$ cat config.mk
export PLATFORM = sky130hd
export DESIGN_NAME = minmax_tracker_flat
export DESIGN_NICKNAME = d
export VERILOG_FILES = /design/src/rtl/minmax_tracker_pkg.sv /design/src/rtl/minmax_tracker_if.sv /design/src/rtl/minmax_tracker_cmp4_unit.sv /design/src/rtl/minmax_tracker.sv /design/src/flat_wrapper.sv
export SDC_FILE = /design/constraint.sdc
export NUM_CORES = 1
export LEC_CHECK = 0
export ABC_AREA = 1
export CORE_MARGIN = 5
export CORE_UTILIZATION = 55
export CTS_CLUSTER_DIAMETER = 120
export DETAILED_ROUTE_END_ITERATION = 12
export PLACE_DENSITY = 0.81
export REMOVE_ABC_BUFFERS = 1
export SKIP_LAST_GASP = 1
export SYNTH_ARGS = -nofsm -noshare
export SYNTH_HDL_FRONTEND = slang
export SYNTH_SLANG_ARGS = --single-unit
$ cat constraint.sdc
create_clock -name clk -period 3.8 [get_ports clk]
set_clock_uncertainty 0.05 [all_clocks]
set_input_delay 0.95 -clock clk [delete_from_list [all_inputs] [get_ports clk]]
set_output_delay 0.95 -clock clk [all_outputs]
set_load 0.02 [all_outputs]
$ cat src/rtl/minmax_tracker_pkg.sv
// Shared constants and types for the min/max/equal-run statistics tracker.
package minmax_tracker_pkg;

    localparam int DW = 4;

    localparam logic [DW-1:0] MAX_INIT  = 4'h0;
    localparam logic [DW-1:0] MIN_INIT  = 4'hF;
    localparam logic [DW-1:0] LAST_INIT = 4'h0;

    typedef enum logic [1:0] {
        IDLE = 2'd0,
        RUN  = 2'd1,
        DONE = 2'd2
    } state_t;

endpackage

$ cat src/rtl/minmax_tracker_if.sv
// Sample stream and result bundle between a producer and the tracker.
interface minmax_tracker_if #(
    parameter int CW = 4
);
    import minmax_tracker_pkg::*;

    logic          start;
    logic          in_valid;
    logic [DW-1:0] in_data;
    logic          busy;
    logic          done;
    logic [DW-1:0] max_val;
    logic [DW-1:0] min_val;
    logic [CW-1:0] eq_count;
    logic [CW-1:0] sample_count;

    modport master (
        output start, in_valid, in_data,
        input  busy, done, max_val, min_val, eq_count, sample_count
    );

    modport slave (
        input  start, in_valid, in_data,
        output busy, done, max_val, min_val, eq_count, sample_count
    );

endinterface

$ cat src/rtl/minmax_tracker_cmp4_unit.sv
// 4-bit unsigned magnitude compare; exactly one of eq/gt/lt is high.
module cmp4_unit
    import minmax_tracker_pkg::*;
(
    input  logic [DW-1:0] a,
    input  logic [DW-1:0] b,
    output logic          eq,
    output logic          gt,
    output logic          lt
);

    assign eq = (a == b);
    assign gt = (a > b);
    assign lt = (a < b);

endmodule

$ cat src/rtl/minmax_tracker.sv
// Windowed running max/min and repeat-count tracker fed by a sample stream;
// result is held with done until the next start or reset.
module minmax_tracker
    import minmax_tracker_pkg::*;
#(
    parameter  int N_SAMPLES = 8,
    localparam int CW        = $clog2(N_SAMPLES + 1)
)
(
    input  logic            clk,
    input  logic            reset,
    minmax_tracker_if.slave bus
);

    localparam logic [CW-1:0] CNT_ZERO = {CW{1'b0}};
    localparam logic [CW-1:0] CNT_ONE  = CW'(1);
    localparam logic [CW-1:0] CNT_LAST = CW'(N_SAMPLES);

    state_t        state_r;
    logic          busy_r;
    logic          done_r;
    logic [DW-1:0] max_r;
    logic [DW-1:0] min_r;
    logic [DW-1:0] last_r;
    logic [CW-1:0] eq_r;
    logic [CW-1:0] cnt_r;

    logic max_eq_s, max_gt_s, max_lt_s;
    logic min_eq_s, min_gt_s, min_lt_s;
    logic lst_eq_s, lst_gt_s, lst_lt_s;

    logic          max_upd_s;
    logic          min_upd_s;
    logic          rep_s;
    logic          first_s;
    logic [CW-1:0] cnt_next_s;
    logic          last_sample_s;

    cmp4_unit u_cmp_max (
        .a  (bus.in_data),
        .b  (max_r),
        .eq (max_eq_s),
        .gt (max_gt_s),
        .lt (max_lt_s)
    );

    cmp4_unit u_cmp_min (
        .a  (bus.in_data),
        .b  (min_r),
        .eq (min_eq_s),
        .gt (min_gt_s),
        .lt (min_lt_s)
    );

    cmp4_unit u_cmp_last (
        .a  (bus.in_data),
        .b  (last_r),
        .eq (lst_eq_s),
        .gt (lst_gt_s),
        .lt (lst_lt_s)
    );

    // A compare result that is not one-hot is treated as "no update".
    assign max_upd_s     = max_gt_s & ~max_eq_s & ~max_lt_s;
    assign min_upd_s     = min_lt_s & ~min_eq_s & ~min_gt_s;
    assign rep_s         = lst_eq_s & ~lst_gt_s & ~lst_lt_s;
    assign first_s       = (cnt_r == CNT_ZERO);
    assign cnt_next_s    = cnt_r + CNT_ONE;
    assign last_sample_s = (cnt_next_s == CNT_LAST);

    // Window control and statistics registers.
    always_ff @(posedge clk) begin
        if (reset) begin
            state_r <= IDLE;
            busy_r  <= 1'b0;
            done_r  <= 1'b0;
            max_r   <= MAX_INIT;
            min_r   <= MIN_INIT;
            last_r  <= LAST_INIT;
            eq_r    <= CNT_ZERO;
            cnt_r   <= CNT_ZERO;
        end else if (bus.start) begin
            state_r <= RUN;
            busy_r  <= 1'b1;
            done_r  <= 1'b0;
            max_r   <= MAX_INIT;
            min_r   <= MIN_INIT;
            last_r  <= LAST_INIT;
            eq_r    <= CNT_ZERO;
            cnt_r   <= CNT_ZERO;
        end else begin
            case (state_r)
                IDLE: begin
                    busy_r <= 1'b0;
                    done_r <= 1'b0;
                end
                RUN: begin
                    if (bus.in_valid) begin
                        cnt_r  <= cnt_next_s;
                        last_r <= bus.in_data;
                        if (first_s) begin
                            max_r <= bus.in_data;
                            min_r <= bus.in_data;
                        end else begin
                            if (max_upd_s) begin
                                max_r <= bus.in_data;
                            end else begin
                                max_r <= max_r;
                            end
                            if (min_upd_s) begin
                                min_r <= bus.in_data;
                            end else begin
                                min_r <= min_r;
                            end
                        end
                        if (rep_s && !first_s) begin
                            eq_r <= eq_r + CNT_ONE;
                        end else begin
                            eq_r <= eq_r;
                        end
                        if (last_sample_s) begin
                            state_r <= DONE;
                            busy_r  <= 1'b0;
                            done_r  <= 1'b1;
                        end else begin
                            state_r <= RUN;
                            busy_r  <= 1'b1;
                            done_r  <= 1'b0;
                        end
                    end else begin
                        state_r <= RUN;
                    end
                end
                DONE: begin
                    busy_r <= 1'b0;
                    done_r <= 1'b1;
                end
                default: begin
                    state_r <= IDLE;
                    busy_r  <= 1'b0;
                    done_r  <= 1'b0;
                end
            endcase
        end
    end

    assign bus.busy         = busy_r;
    assign bus.done         = done_r;
    assign bus.max_val      = max_r;
    assign bus.min_val      = min_r;
    assign bus.eq_count     = eq_r;
    assign bus.sample_count = cnt_r;

endmodule

$ cat src/flat_wrapper.sv
// flat-port wrapper written by rule: the top's interface ports become plain ports
module minmax_tracker_flat import minmax_tracker_pkg::*;
#(
    parameter  int N_SAMPLES = 8,
    localparam int CW        = $clog2(N_SAMPLES + 1)
)
  (clk, reset, bus_start, bus_in_valid, bus_in_data, bus_busy, bus_done, bus_max_val, bus_min_val, bus_eq_count, bus_sample_count);
  minmax_tracker_if #(.CW(4)) bus_i ();
  input  logic clk;
  input  logic reset;
  input wire logic [$bits(bus_i.start)-1:0] bus_start;
  input wire logic [$bits(bus_i.in_valid)-1:0] bus_in_valid;
  input wire logic [$bits(bus_i.in_data)-1:0] bus_in_data;
  output wire logic [$bits(bus_i.busy)-1:0] bus_busy;
  output wire logic [$bits(bus_i.done)-1:0] bus_done;
  output wire logic [$bits(bus_i.max_val)-1:0] bus_max_val;
  output wire logic [$bits(bus_i.min_val)-1:0] bus_min_val;
  output wire logic [$bits(bus_i.eq_count)-1:0] bus_eq_count;
  output wire logic [$bits(bus_i.sample_count)-1:0] bus_sample_count;
  assign bus_i.start = bus_start;
  assign bus_i.in_valid = bus_in_valid;
  assign bus_i.in_data = bus_in_data;
  assign bus_busy = bus_i.busy;
  assign bus_done = bus_i.done;
  assign bus_max_val = bus_i.max_val;
  assign bus_min_val = bus_i.min_val;
  assign bus_eq_count = bus_i.eq_count;
  assign bus_sample_count = bus_i.sample_count;
  minmax_tracker #(.N_SAMPLES(N_SAMPLES)) u_core (.clk(clk), .reset(reset), .bus(bus_i));
endmodule
Word-level counts from Yosys, hierarchy flattened. Index checks and enable logic that the tools add are counted.

Bits of input ports: 8. Bits in registers: 24. Word-level logic and storage cells: 65. Output and inout port bits: 18.

Mux-type cells: 15. Order comparisons: 6. Bitwise logic cells: 12. Reductions and logical operators: 12. Equality and inequality tests: 9. Add/subtract/negate cells: 2.

Operators with widths (count): 4-bit two-way mux (4); 4-bit == test (3); 4-bit > comparator (3); 4-bit less-than comparator (3); 3-bit AND reduction (3); 4-bit by 1-bit adder with 4-bit output (second input constant) (2); 1-bit two-way mux (7); 1-bit bitwise AND (6); 1-bit inverter (6); 4-bit == test (second input constant) (1); 4-bit logical NOT (1); 2-bit two-way mux (2); 2-bit case mux with 2 select lines (1); 2-bit nonzero test (2); 2-bit OR reduction (2); 3-bit inequality test (second input constant) (1); 2-bit by 1-bit == test with 1-bit output (second input constant) (1); 2-bit == test (second input constant) (1); 2-bit logical NOT (1); 2-bit by 1-bit inequality test with 1-bit output (second input constant) (1); 2-bit inequality test (second input constant) (1); 1-bit case mux with 2 select lines (1); 2-bit AND reduction (1); 1-bit logical AND (1); 1-bit logical NOT (1).

Longest topological paths before layout.
Depth after elaboration: 6. Depth in mapped cells: 12.

Hierarchy. A second synthesis with hierarchy kept.

Cells, all modules: 207. Area total of the unflattened synthesis: 1491.4 um^2.

Modules (own cells, without submodules): minmax_tracker (times used 1, area each 1146.1 um^2, cells each 147); cmp4_unit (times used 3, area each 115.1 um^2, cells each 20).

Least setup slack after synthesis. Ideal clock, no wire load.

Path type: input port to flip-flop. From: in bus_in_data[0]. To: reg u_core.eq_r[1] (netlist: u_core.bus.eq_count[1]). Data required time: 3.637 ns. Stages: 9. Arrival: 1.825 ns. Path slack: 1.811 ns. Cells stage by stage: inv_1 ha_1 nand2_1 nor2_2 nand3_2 nor2_4 inv_1 nor2_1 nor2_1.

Word-level cells in the longest chain between the ends: 6. Elaborated cells on any way between the ends: 9. Those cells by class: order compare: 2; eq/ne: 1; bitwise: 4; reduce/logical: 2.

RTL lines: start: declaration (RTL line flat_wrapper.sv:13) `input wire logic [$bits(bus_i.in_data)-1:0] bus_in_data;`; 4-bit > comparator (RTL line minmax_tracker_cmp4_unit.sv:13) `assign gt = (a > b);`; 1-bit inverter (RTL line minmax_tracker.sv:66) `assign rep_s = lst_eq_s & ~lst_gt_s & ~lst_lt_s;`; 1-bit bitwise AND (RTL line minmax_tracker.sv:66); 1-bit bitwise AND * (RTL line minmax_tracker.sv:66); 1-bit logical AND * (RTL line minmax_tracker.sv:116) `if (rep_s && !first_s) begin`; 3-bit AND reduction (no line) *; end signal: assignment (RTL line minmax_tracker.sv:117) `eq_r <= eq_r + CNT_ONE;`; end signal: assignment (RTL line minmax_tracker.sv:119) `eq_r <= eq_r;`; end: declaration (RTL line minmax_tracker.sv:25) `logic [CW-1:0] eq_r;`.

Every way passes the cells marked *; elsewhere a longest branch is shown, timed or not. A chain may end at the register's enable or synchronous reset.

Worst setup path in the final report.
From: reg u_core.cnt_r[1] (netlist: u_core.bus.sample_count[1]). To: out bus_sample_count[1].

RTL lines: start: declaration (RTL line minmax_tracker.sv:26) `logic [CW-1:0] cnt_r;`; start signal: assignment (RTL line minmax_tracker.sv:99) `cnt_r <= cnt_next_s;`; end: declaration (RTL line flat_wrapper.sv:19) `output wire logic [$bits(bus_i.sample_count)-1:0] bus_sample_count;`.

No word-level cell between the ends.

==> results.md <==
- Relative slew slack: between 70 and 80%
- Initial antenna violation count: 0
- Total wire length after detailed routing: about 3000 um
- Max clock buf depth: 2
- Post-layout instance count excluding filler cells: 248
- Instance area at placement: ~1700 um2
- Final setup violation count: 0
- Unrepaired setup endpoints after global routing: false
- End-of-flow core utilization: just under 70%
- Setup Buffers After CTS: 0
- Highest achievable clock rate: between 400 and 500 MHz
- Largest delay contributor family on the critical path: buffers and inverters
- Antenna violation net count after detailed routing: 0
- TritonCTS clock tree: built
- #FFs+latches synth: 24
- Most frequent standard cell in the layout excluding fill and tap cells: nand2_1
- Total via count in the routed design: between 1000 and 1500
- Average detailed-routed wire length per instance: roughly 12 um
- Inserted Clock Buffers: 3
- Synth Instances: between 150 and 200
- Post-synthesis cell area: 1390 um2
- Sinks on the clock net: 24
- Antenna diode instance count: 0
- Number of violations of the max-capacitance limit: 0
- Maximum number of pins on one net before global-route repair: 18
- Critical path startpoint category: register
- Routability congestion estimate: just over 0.8
- Count of standard-cell rows: 18
- Critical path's slowest cell: clkdlybuf4s50_1
- Leakage component of the power: between 0.7 and 0.8 nW
- First-pass iteration count of the detailed router: 4
- Number of placed cells counting well taps: around 250
- First-iteration detailed-routing DRC count: 39
- # IOs: 26
- Power per cell area: 273 nW/um2
- Largest fanout of any net on the critical path: 6
- Area of the core: between 2000 and 2500 um2
- Max Transition Viols Final: 0
- Ratio of final minimum period to clock period: 63.3%
- Placed wire-length estimate: ~2300 um
- Clock root buffer master: clkbuf_4
- Later-pin clock latency in the skew report: roughly 0.31 ns
- Result of the run: finished, final reports clean
- Starting utilization of the core area: approximately 57%
- Final Critical Period: ~2.4 ns
- Yosys warning total: 0
- Worst path bufs/invs: 1
- DIE AREA: 3640 um2
- Count of distinct cell types in the synthesized netlist: 23
- Leading cell types in the layout, fill and taps excluded: nand2_1, inv_1, clkdlybuf4s50_1
- Worst Path Class, Setup: register to output pin
- GRT Total Usage: 18.9%
- Post-DR vias/cell: roughly 5
- Count of unresolved DRC violations after routing: 0
- Deepest level of the CTS H-tree: 1
- Chip width: ~60 um
- Port Buf Inserts: 25
- Slowest cell delay on critical path: about 0.65 ns
- Clock slew at the register clock pins of the worst setup and hold paths: roughly 0.12 ns
- Avg Synthesized Cell Area: approximately 7.2 um2
- Worst endpoint required time: between 2 and 3 ns
- Total number of nets in the final design: about 250
- Critical path capture point type: output pin
- Area Overhead vs Synth: 21.8%
- Cts repair resizes: 0
- Critical path, cell by cell: clkdlybuf4s50_1
- Vias in the first global route: ~1200
- Number of hold buffers added after CTS: 0
- Slew of the pin with the lowest slew margin: 0.391 ns
- Final-layout setup total negative slack: 0 ns
- Global-route wire length before repair: roughly 5300 um
- Endpoints failing hold: 0
- Portion of the post-synthesis area used by sequential elements: around a third
- Vertical extent of the die: ~60 um
- Worst min path class: register to register
- Total congestion overflow after global routing: 0
- Largest vdd supply drop: approximately 0.21 mV
- Final instance area: 1690 um2
- Crit path DAT: 1.41 ns
- Worst hold-check slack: 0.431 ns
- Fraction of layout instances using a drive strength above 1: 4.59%
-- path summary, 6_finish.rpt --
check / start / endpoint / slack, ns / cells after the start
worst max-delay path: u_core.bus.sample_count[1] / bus_sample_count[1] / 1.39 / 1
worst min-delay path: u_core.last_r[2] / u_core.last_r[2] / 0.43 / 2
worst max register to register: u_core.state_r[1] / u_core.bus.min_val[1] / 2.02 / 7
worst min register to register: u_core.last_r[2] / u_core.last_r[2] / 0.43 / 2
-- final cells by class --
cell class	count	area [um2]
Clock buffer	3	22.5
Fill cell	224	761
Inverter	32	120
Multi-Input combinational cell	133	776
Sequential cell	24	480
Tap cell	30	37.5
Timing Repair Buffer	26	258
-- report_power, final --
group | internal [W] | switching (W)
sequential | 0.000259 | 0.00000544
combinational | 0.0000362 | 0.0000517
clock | 0.0000371 | 0.0000738
-- per-layer routing --
metal / global-route usage [%] / up-vias / share of wire (%)
met5: 0 / - / 0
met4: 6.96 / 0 / 1.2
met3: 2.16 / 4 / 3.9
met2: 32.1 / 31 / 50
met1: 24.4 / 562 / 45
li1: - / 670 / -
-- synth_stat cells --
cell type / instances / area, um2
o211ai_1: 1 / 7.51
a21oi_1: 13 / 65.1
nand2_2: 2 / 12.5
o21ai_1: 1 / 5.00
nor2_4: 1 / 11.3
nor3_1: 1 / 5.00
nor2_2: 1 / 6.26
nand4_1: 2 / 12.5
a211oi_1: 3 / 22.5
a31oi_1: 2 / 12.5
o21ai_0: 5 / 25.0
a21oi_2: 1 / 8.76
nor2_1: 19 / 71.3
nand2_1: 41 / 154
nand3b_1: 1 / 7.51
nand3_2: 1 / 10.0
buf_2: 3 / 15.0
xnor2_1: 1 / 8.76
dfxtp_1: 24 / 480
ha_1: 19 / 238
nand3_1: 17 / 85.1
inv_1: 32 / 120
o21bai_1: 1 / 7.51
-- through the flow --
step | setup WS (ns) | total power, W
after floorplan | 1.75 | 0.000322
after global placement | 1.16 | 0.000353
after detailed placement | 1.13 | 0.000357
after CTS | 1.38 | 0.000466
after global routing | 1.31 | 0.000492
final | 1.39 | 0.000463
-- flip-flops by register name, summed over array words and instances (netlist names) --
signal and cells:
u_core.bus.done 1, u_core.state_r 2, u_core.bus.max_val 4, u_core.bus.busy 1, u_core.last_r 4, u_core.bus.eq_count 4
u_core.bus.sample_count 4, u_core.bus.min_val 4
-- cell families after synthesis --
family / count (synthesis) / synth area share (%)
AO/OA/AOI/OAI: 27 / 11.1
XOR/XNOR: 1 / 0.630
adder cells (fa/ha/maj): 19 / 17.1
buffers and inverters: 35 / 9.71
flip-flops: 24 / 34.5
AND/OR/NAND/NOR: 86 / 27.0
Note: power is estimated with default switching activity, not from simulation.
